$ cat src/rtl/jogo_pkg.sv
// Shared definitions for the memory-game control unit: state codes, game size and default timing.
package jogo_pkg;

    localparam logic [3:0] E_INICIAL        = 4'h0;
    localparam logic [3:0] E_PREPARACAO     = 4'h1;
    localparam logic [3:0] E_INICIA_RODADA  = 4'h2;
    localparam logic [3:0] E_MOSTRA_LED     = 4'h3;
    localparam logic [3:0] E_APAGA_LED      = 4'h4;
    localparam logic [3:0] E_PROXIMO_LED    = 4'h5;
    localparam logic [3:0] E_FIM_MOSTRA     = 4'h6;
    localparam logic [3:0] E_ESPERA_JOGADA  = 4'h7;
    localparam logic [3:0] E_REGISTRA       = 4'h8;
    localparam logic [3:0] E_COMPARACAO     = 4'h9;
    localparam logic [3:0] E_PROXIMA_JOGADA = 4'hA;
    localparam logic [3:0] E_PROXIMA_RODADA = 4'hB;
    localparam logic [3:0] E_FIM_ACERTOU    = 4'hC;
    localparam logic [3:0] E_FIM_ERROU      = 4'hD;
    localparam logic [3:0] E_FIM_TIMEOUT    = 4'hE;

    localparam int N_RODADAS             = 16;
    localparam int MOSTRA_CICLOS_PADRAO  = 500;
    localparam int APAGA_CICLOS_PADRAO   = 250;

    typedef enum logic [3:0] {
        INICIAL        = E_INICIAL,
        PREPARACAO     = E_PREPARACAO,
        INICIA_RODADA  = E_INICIA_RODADA,
        MOSTRA_LED     = E_MOSTRA_LED,
        APAGA_LED      = E_APAGA_LED,
        PROXIMO_LED    = E_PROXIMO_LED,
        FIM_MOSTRA     = E_FIM_MOSTRA,
        ESPERA_JOGADA  = E_ESPERA_JOGADA,
        REGISTRA       = E_REGISTRA,
        COMPARACAO     = E_COMPARACAO,
        PROXIMA_JOGADA = E_PROXIMA_JOGADA,
        PROXIMA_RODADA = E_PROXIMA_RODADA,
        FIM_ACERTOU    = E_FIM_ACERTOU,
        FIM_ERROU      = E_FIM_ERROU,
        FIM_TIMEOUT    = E_FIM_TIMEOUT
    } estado_t;

    function automatic int maximo(input int a, input int b);
        return (a > b) ? a : b;
    endfunction

endpackage

$ cat src/rtl/unidade_controle_rodadas_temporizador.sv
// Dwell counter for the replay states: cleared by zera, advances while conta, fim at the terminal count.
module temporizador_mostra #(
    parameter int LARGURA = 4
) (
    input  logic               clock,
    input  logic               reset,
    input  logic               zera,
    input  logic               conta,
    input  logic [LARGURA-1:0] limite,
    output logic               fim
);

    logic [LARGURA-1:0] contagem_reg;

    always_ff @(posedge clock) begin
        if (reset || zera) begin
            contagem_reg <= '0;
        end else if (conta) begin
            contagem_reg <= contagem_reg + 1'b1;
        end
    end

    assign fim = conta && (contagem_reg == limite);

endmodule

$ cat src/rtl/unidade_controle_rodadas.sv
// Moore control FSM for the 16-round memory game; optional timeout handling under CONTROLE_TIMEOUT_EN.
module unidade_controle_rodadas
    import jogo_pkg::*;
#(
    parameter int MOSTRA_CICLOS = MOSTRA_CICLOS_PADRAO,
    parameter int APAGA_CICLOS  = APAGA_CICLOS_PADRAO
) (
    input  logic       clock,
    input  logic       reset,
    input  logic       jogar,
    input  logic       fimE,
    input  logic       fimR,
    input  logic       jogada,
    input  logic       igual,
    input  logic       timeout,
    output logic       zeraE,
    output logic       contaE,
    output logic       zeraR,
    output logic       contaR,
    output logic       registraR,
    output logic       zeraT,
    output logic       contaT,
    output logic       mostra_leds,
    output logic       pronto,
    output logic       acertou,
    output logic       errou,
    output logic       db_timeout,
    output logic [3:0] db_estado
);

    localparam int LARGURA = $clog2(maximo(MOSTRA_CICLOS, APAGA_CICLOS)) + 1;
    localparam logic [LARGURA-1:0] LIMITE_MOSTRA = LARGURA'(MOSTRA_CICLOS - 1);
    localparam logic [LARGURA-1:0] LIMITE_APAGA  = LARGURA'(APAGA_CICLOS - 1);

    estado_t estado_reg, estado_next;
    logic    fim_tempo;
    logic    timeout_valido;

`ifdef CONTROLE_TIMEOUT_EN
    assign timeout_valido = timeout;
`else
    logic timeout_unused;
    assign timeout_unused = timeout;
    assign timeout_valido = 1'b0;
`endif

    // The dwell timer restarts on every state change, so each replay state starts at zero.
    temporizador_mostra #(.LARGURA(LARGURA)) u_temporizador (
        .clock  (clock),
        .reset  (reset),
        .zera   (estado_next != estado_reg),
        .conta  ((estado_reg == MOSTRA_LED) || (estado_reg == APAGA_LED)),
        .limite ((estado_reg == APAGA_LED) ? LIMITE_APAGA : LIMITE_MOSTRA),
        .fim    (fim_tempo)
    );

    always_ff @(posedge clock) begin
        if (reset) begin
            estado_reg <= INICIAL;
        end else begin
            estado_reg <= estado_next;
        end
    end

    always_comb begin
        estado_next = estado_reg;
        case (estado_reg)
            INICIAL:        if (jogar) estado_next = PREPARACAO;
            PREPARACAO:     estado_next = INICIA_RODADA;
            INICIA_RODADA:  estado_next = MOSTRA_LED;
            MOSTRA_LED:     if (fim_tempo) estado_next = APAGA_LED;
            APAGA_LED:      if (fim_tempo) estado_next = fimE ? FIM_MOSTRA : PROXIMO_LED;
            PROXIMO_LED:    estado_next = MOSTRA_LED;
            FIM_MOSTRA:     estado_next = ESPERA_JOGADA;
            ESPERA_JOGADA: begin
                if (jogada) begin
                    estado_next = REGISTRA;
                end else if (timeout_valido) begin
                    estado_next = FIM_TIMEOUT;
                end
            end
            REGISTRA:       estado_next = COMPARACAO;
            COMPARACAO: begin
                if (!igual)      estado_next = FIM_ERROU;
                else if (!fimE)  estado_next = PROXIMA_JOGADA;
                else if (!fimR)  estado_next = PROXIMA_RODADA;
                else             estado_next = FIM_ACERTOU;
            end
            PROXIMA_JOGADA: estado_next = ESPERA_JOGADA;
            PROXIMA_RODADA: estado_next = INICIA_RODADA;
            FIM_ACERTOU,
            FIM_ERROU:      if (jogar) estado_next = PREPARACAO;
`ifdef CONTROLE_TIMEOUT_EN
            FIM_TIMEOUT:    if (jogar) estado_next = PREPARACAO;
`endif
            default:        estado_next = INICIAL;
        endcase
    end

    always_comb begin
        zeraE       = 1'b0;
        contaE      = 1'b0;
        zeraR       = 1'b0;
        contaR      = 1'b0;
        registraR   = 1'b0;
        zeraT       = 1'b0;
        contaT      = 1'b0;
        mostra_leds = 1'b0;
        pronto      = 1'b0;
        acertou     = 1'b0;
        errou       = 1'b0;
        db_timeout  = 1'b0;
        case (estado_reg)
            PREPARACAO:     begin zeraE = 1'b1; zeraR = 1'b1; zeraT = 1'b1; end
            INICIA_RODADA:  begin zeraE = 1'b1; zeraT = 1'b1; end
            MOSTRA_LED:     mostra_leds = 1'b1;
            PROXIMO_LED:    contaE = 1'b1;
            FIM_MOSTRA:     begin zeraE = 1'b1; zeraT = 1'b1; end
            ESPERA_JOGADA:  contaT = 1'b1;
            REGISTRA:       begin registraR = 1'b1; zeraT = 1'b1; end
            PROXIMA_JOGADA: contaE = 1'b1;
            PROXIMA_RODADA: contaR = 1'b1;
            FIM_ACERTOU:    begin pronto = 1'b1; acertou = 1'b1; end
            FIM_ERROU:      begin pronto = 1'b1; errou = 1'b1; end
            FIM_TIMEOUT:    begin pronto = 1'b1; errou = 1'b1; db_timeout = 1'b1; end
            default:        ;
        endcase
`ifndef CONTROLE_TIMEOUT_EN
        zeraT      = 1'b0;
        contaT     = 1'b0;
        db_timeout = 1'b0;
`endif
    end

    assign db_estado = estado_reg;

endmodule
$ cat config.mk
export PLATFORM = sky130hd
export DESIGN_NAME = unidade_controle_rodadas
export DESIGN_NICKNAME = d
export VERILOG_FILES = /design/src/rtl/jogo_pkg.sv /design/src/rtl/unidade_controle_rodadas_temporizador.sv /design/src/rtl/unidade_controle_rodadas.sv
export SDC_FILE = /design/constraint.sdc
export NUM_CORES = 1
export LEC_CHECK = 0
export CAP_MARGIN = 40
export CELL_PAD_IN_SITES_DETAIL_PLACEMENT = 1
export CELL_PAD_IN_SITES_GLOBAL_PLACEMENT = 1
export CORE_MARGIN = 2
export CORE_UTILIZATION = 36
export DETAILED_ROUTE_END_ITERATION = 16
export PLACE_DENSITY_LB_ADDON = 0.1
export SYNTH_ARGS = -nofsm -noshare
export SYNTH_HDL_FRONTEND = slang
export SYNTH_SLANG_ARGS = --single-unit
$ cat constraint.sdc
create_clock -name clock -period 2 [get_ports clock]
set_input_delay 0.5 -clock clock [delete_from_list [all_inputs] [get_ports clock]]
set_output_delay 0.5 -clock clock [all_outputs]
set_load 0.005 [all_outputs]
==> impl_metrics.yaml, run 1 <==
status:
  outcome: "finished clean"
die:
  io-pin-count: 24
  die_h_um: 59.5
  dieArea_sq_um: 3540
  core.rowCount: 20
  coreArea_sq_um: 3000
  initial_utilization: 0.370
  die_w_um: 59.5
worst_setup_path:
  crit_arrival_ns: 2.21
  reg2reg_from: "db_estado[1]"
  critPathCaptureType: "register"
  slowest_delay_ns: 0.45
  crit_type: "register to register"
  path_max_fanout: 3
  path_common_cell: "buf_4"
  startpoint_type: "register"
  cp_top_family: "compound AO/OA/AOI/OAI gates"
  critPathLaunch: "db_estado[1]"
  path_cells: "nor4b_4, mux2i_2, buf_4, buf_4, a2111oi_1, a311oi_1, a21oi_1"
  required_ns: 2.22
  cp_slowest_cell: "a2111oi_1"
  crit_buf_inv: 2
synth:
  synth-seq-area-share: 0.253
  synth_flop_cell: "dfxtp_1"
  synth_top_area_share: 0.253
  synth.most_common_cell: "nor2_1"
  synth_enable_flop_cells: 0
  ys_types: 49
  postSynth.asyncResetShare: 0
  synth_commonest_cells: "nor2_1, dfxtp_1, nand2_1"
  syn_inst: 139
  synth_area_per_cell_sq_um: 7.98
  ys_ff_latch: 14
  synth_warnings: 0
  synth_area_leaders: "dfxtp_1, xnor2_1, nor2_1"
  yosysTopAreaCell: "dfxtp_1"
  synth_area_sq_um: 1110
timing:
  fin_tns_setup_ns: 0
  final-setup-viol-count: 0
  min_period_over_period: 0.995
  slew_viol_final: 0
  fin_worst_skew_ns: 0.00209
  hold_viol_final: 0
  min_period_ns: 1.99
  fmax_mhz: 502
  setup_slack_ns: 0.00935
  rsz0062_at_grt: "yes"
pwr:
  powerDensity_nw_per_um2: 773
  p_leak_nw: 0.765
  peakVddDrop_v: 0.000496
global_route:
  grt_pass1_vias: 1374
  antenna_found_initial: 0
  grt_pass1_wl_um: 6620
  grt-ovfl-total: 0
  gr-usage-all-layers: 0.254
  grt_start_max_net_pins: 15
routing:
  dr_total_vias: 1303
  routedWlPerCell_um: 18.4
  route.met3.wl_um: 75
  antenna_left: 0
  vias_per_cell: 5.57
  drc: 0
  drt-initial-drc-count: 48
  firstDrtPassIters: 4
  routed_wl_um: 4310
  top_layer: "met4"
  met1_length_um: 1710
  wl_met2_um: 2420
clock_network:
  numCtsBuffers: 3
  cts_hold_buf: 0
  cts_buffer_depth: 2
  clk_latency_ns: 0.30
  cts-root-buf: "clkbuf_4"
  cts.clk_slew.worst_paths_ns: 0.09
  cts_num_sinks: 14
  h-tree-depth: 1
  tritoncts: "built"
layout:
  drive_above_1_share: 0.448
  n_antenna_cell: 0
  area_delta_synth_final_pct: 69.8
  largest_reg_flops: 10
  nets: 211
  final_cells: 234
flow_run:
  maxCapViolCount: 0
placed_design:
  port_buffers: 19
  preCtsSetupSlack_ns: -0.494
  place.gp.congestion: 0.872
  dp_cells: 217
  hpwl_um: 2710
worst_hold_path:
  min_from: "u_temporizador.contagem_reg[9]"
  hold_class: "register to register"
-- routing by layer --
metal / global-route usage / up-vias
li1: - / 632
met1: 0.278 / 640
met4: 0.111 / 0
met2: 0.488 / 19
met5: 0 / -
met3: 0.0218 / 12
-- path summary, 6_finish.rpt --
check                           depth (start not counted)  slack (ns)                             end
worst max-delay path                                    7       0.009                    db_estado[1]
worst max register to register                          7       0.009                    db_estado[1]
worst min register to register                          2        0.56  u_temporizador.contagem_reg[9]
worst min-delay path                                    2        0.56  u_temporizador.contagem_reg[9]
-- worst reg2reg max path: stages, from the launching register on --
cell and delay, ns:
dfxtp_4 0.37, nor4b_4 0.37, mux2i_2 0.13, buf_4 0.17, buf_4 0.13, a2111oi_1 0.45
a311oi_1 0.12, a21oi_1 0.18
-- power by group --
part	switching (mW)	leakage (nW)	internal [mW]
Clock	0.107	0.0210	0.111
Sequential	0.0366	0.116	0.308
Combinational	0.435	0.629	0.458
-- kinds of logic after synthesis --
| family | synth area share |
|---|---|
| AND/OR/NAND/NOR | 0.312 |
| AO/OA/AOI/OAI | 0.259 |
| flip-flops | 0.253 |
| buffers and inverters | 0.0733 |
| XOR/XNOR | 0.0789 |
| adder cells (fa/ha/maj) | 0.0113 |
| other | 0.00338 |
| multiplexers | 0.00902 |
-- metrics by stage --
| stage | hold slack (ns) | power [mW] | utilization | area, sq um |
|---|---|---|---|---|
| global route | 0.589 | 1.53 | 0.628 | 1880 |
| finish | 0.558 | 1.46 | 0.628 | 1880 |
| CTS | 0.554 | 1.39 | 0.592 | 1780 |
| detailed placement | 0.534 | 1.02 | 0.516 | 1550 |
| floorplan | 0.497 | 0.669 | - | 1120 |
| global placement | 0.518 | 1.00 | 0.516 | 1550 |
-- repair_timing --
action	CTS	global route
cloned	1	0
resized for setup	44	19
pin swaps	10	16
endpoints found under the setup margin	21	13
setup buffers	7	6
-- cell usage in the layout (no fill, tap or decap), types with 3 or more instances in the layout --
| cell type | netlist | final |
|---|---|---|
| a21oi_2 | 1 | 3 |
| and3_1 | 6 | 6 |
| nand2_2 | 0 | 3 |
| nor2_1 | 18 | 15 |
| clkdlybuf4s50_1 | 0 | 8 |
| xnor2_1 | 8 | 8 |
| buf_4 | 4 | 40 |
| dfxtp_4 | 0 | 3 |
| conb_1 | 1 | 3 |
| inv_1 | 4 | 3 |
| a21oi_1 | 10 | 8 |
| dfxtp_1 | 14 | 10 |
| nand2_1 | 11 | 8 |
| buf_6 | 1 | 4 |
| dlygate4sd2_1 | 0 | 10 |
| clkbuf_4 | 0 | 3 |
| nand3_1 | 3 | 3 |
-- area by class of cell --
type	instances	area (sq um)
fill	351	1120
multi-input combinational	114	938
timing repair buffer	65	561
sequential	14	293
tap	33	41.3
clock buffer	4	36.3
inverter	4	15.0
Power figures use the tool's default switching activity.
==> run 2, diff against run 1 <==
--- a/config.mk
+++ b/config.mk
@@ -6,12 +6,11 @@
 export NUM_CORES = 1
 export LEC_CHECK = 0
 export CAP_MARGIN = 40
-export CELL_PAD_IN_SITES_DETAIL_PLACEMENT = 1
-export CELL_PAD_IN_SITES_GLOBAL_PLACEMENT = 1
 export CORE_MARGIN = 2
-export CORE_UTILIZATION = 36
+export CORE_UTILIZATION = 40
 export DETAILED_ROUTE_END_ITERATION = 16
-export PLACE_DENSITY_LB_ADDON = 0.1
+export GPL_TIMING_DRIVEN = 0
+export PLACE_DENSITY = 0.65
 export SYNTH_ARGS = -nofsm -noshare
 export SYNTH_HDL_FRONTEND = slang
 export SYNTH_SLANG_ARGS = --single-unit
==> constraint.sdc (replaced) <==
create_clock -name clock -period 1.9 [get_ports clock]
set_input_delay 0.475 -clock clock [delete_from_list [all_inputs] [get_ports clock]]
set_output_delay 0.475 -clock clock [all_outputs]
set_load 0.005 [all_outputs]
==> run 2 against run 1 <==
Effect of this change:
- the run now ends with negative setup slack left
- clock power down 5%
- die area down 9.3%
- clock skew up 0.0043 ns
- count of clock-buffer cells in the layout unchanged
- critical path depth up 1
- worst hold slack better by 0.019 ns
==> impl_metrics.yaml, run 2 (synthesis results as in run 1) <==
clock_network:
  h-tree-depth: 1
  numCtsBuffers: 3
  cts.clk_slew.worst_paths_ns: 0.08
  cts_num_sinks: 14
  tritoncts: "built"
  clk_latency_ns: 0.28
  cts_buffer_depth: 2
  cts-root-buf: "clkbuf_4"
pwr:
  pwr-share-clk: 0.143
  pwr-share-comb: 0.605
  p_leak_nw: 0.654
  powerDensity_nw_per_um2: 845
  peakVddDrop_v: 0.000719
  p_sw_mw: 0.590
  sw_frac_of_total: 0.408
  seq_power_share: 0.252
  p_int_mw: 0.858
worst_setup_path:
  reg2reg_to: "u_temporizador.contagem_reg[6]"
  reg2regPathDepth: 8
  path_max_fanout: 5
  rrSetupSlack_ns: -0.18
  crit_arrival_ns: 2.30
  reg2reg_from: "db_estado[3]"
  crit_type: "register to register"
  slowest_delay_ns: 0.37
  path_cells: "buf_6, nor4b_4, mux2i_2, o21ai_2, a2111oi_4, buf_4, o22ai_4, nor2_1"
  critPathCaptureType: "register"
  cp_slowest_cell: "nor4b_4"
  startpoint_type: "register"
  required_ns: 2.12
worst_hold_path:
  min_path_cells: 2
  min_from: "u_temporizador.contagem_reg[9]"
  whs_endpoint: "u_temporizador.contagem_reg[9]"
  hold_class: "register to register"
placed_design:
  dp_cells: 191
  port_buffers: 19
  hpwl_um: 2000
  place.gp.congestion: 0.865
timing:
  fmax_mhz: 481
  slew_viol_final: 0
  final-setup-viol-count: 12
  slew_headroom: 0.630
  rsz0062_at_grt: "yes"
  min_period_ns: 2.08
  min_period_over_period: 1.10
  fin_worst_skew_ns: 0.00642
  setup_slack_ns: -0.181
  hold_viol_final: 0
  tightest_slew_ns: 0.541
  hold_slack_ns: 0.577
routing:
  dr_total_vias: 1231
  wl_met2_um: 1640
  top_layer: "met4"
  routedWlPerCell_um: 15.9
  routed_wl_um: 3360
  met1_length_um: 1430
  route.met3.wl_um: 254
  vias_per_cell: 5.83
  drt-initial-drc-count: 57
  drc: 0
  antenna_left: 0
  firstDrtPassIters: 4
flow_run:
  maxCapViolCount: 0
global_route:
  grt-ovfl-total: 0
  grt_pass1_wl_um: 5340
  grt_start_max_net_pins: 11
  gr-usage-all-layers: 0.212
  antenna_found_initial: 0
  grt_pass1_vias: 1135
layout:
  n_antenna_cell: 0
  final_cells: 211
  register_area_sq_um: 293
  final_cell_mix: "nor2_1, buf_4, dlygate4sd2_1, dfxtp_1, a21oi_1"
  multi_input_area_sq_um: 922
  final_common_cell: "nor2_1"
  nets: 190
  area_delta_synth_final_pct: 54.3
  largest_reg_flops: 10
  drive_above_1_share: 0.389
  fillers: 239
die:
  io-pin-count: 24
  die_h_um: 56.7
  initial_utilization: 0.413
  dieArea_sq_um: 3210
  coreArea_sq_um: 2690
  die_w_um: 56.7
  core.rowCount: 19
status:
  violations: "negative setup slack"
  outcome: "finished, violations left"
run 2: cell count changes in the layout (fill, tap and decap cells not counted), sizes merged:
| cell | change |
|---|---|
| buf | -21 |
| clkbuf | +3 |
| clkdlybuf4s50 | -2 |
| dlymetal6s2s | -1 |
run 2: power by group through the flow:
stage          registers, mW  clock network, mW  logic (mW)
3_5_place_dp           0.363                  0       0.539
3_3_place_gp           0.363                  0       0.540
6_report               0.364              0.207       0.876
5_1_grt                0.366              0.229       0.924
4_1_cts                0.358              0.212       0.705
2_1_floorplan          0.357                  0       0.354
run 2: final cells by class:
cell class | instances | share of cell area
tap | 31 | 0.0226
inverter | 4 | 0.0102
buffer | 10 | 0.0679
sequential | 14 | 0.171
multi-input combinational | 114 | 0.538
clock buffer | 4 | 0.0212
timing repair buffer | 34 | 0.169
run 2: through the flow:
step	util	total power, mW	cell area (sq um)	TNS [ns]	setup slack, ns
global route	0.638	1.52	1710	-2.77	-0.269
global placement	0.504	0.902	1360	-6.92	-0.571
finish	0.638	1.45	1710	-1.71	-0.181
floorplan	-	0.712	1130	0	0.0172
detailed placement	0.504	0.902	1360	-7.38	-0.621
CTS	0.598	1.27	1610	-0.869	-0.108
run 2: worst max path at each step:
| stage | depth (start not counted) | slack (ns) | from | to |
|---|---|---|---|---|
| 3_3_place_gp | 7 | -0.57 | jogada | u_temporizador.contagem_reg[1] |
| 5_1_grt | 8 | -0.27 | db_estado[3] | u_temporizador.contagem_reg[8] |
| 4_1_cts | 8 | -0.11 | db_estado[3] | u_temporizador.contagem_reg[0] |
| 3_5_place_dp | 7 | -0.62 | jogada | u_temporizador.contagem_reg[1] |
| 6_report | 8 | -0.18 | db_estado[3] | u_temporizador.contagem_reg[6] |
| 2_1_floorplan | 7 | 0.02 | db_estado[2] | u_temporizador.contagem_reg[1] |
run 2: metal layers:
metal / up-vias / global-route usage
met2: 48 / 0.355
met5: - / 0
met4: 0 / 0.0340
met3: 6 / 0.0507
li1: 586 / -
met1: 591 / 0.279
run 2: critical path: cells and delay by family (launching register included):
family / cells / cell delay [ns]
DFF: 1 / 0.36
AOI/OAI and AO/OA: 3 / 0.53
muxes: 1 / 0.32
buffers and inverters: 2 / 0.33
and+or+nand+nor: 2 / 0.49
run 2: repair_timing:
| action | 4_1_cts | 5_1_grt |
|---|---|---|
| gates cloned | 2 | 0 |
| gates resized for setup | 47 | 25 |
| endpoints found under the setup margin | 19 | 19 |
| setup buffers | 11 | 3 |
| pin swaps | 7 | 12 |
| hold buffers | 0 | 0 |
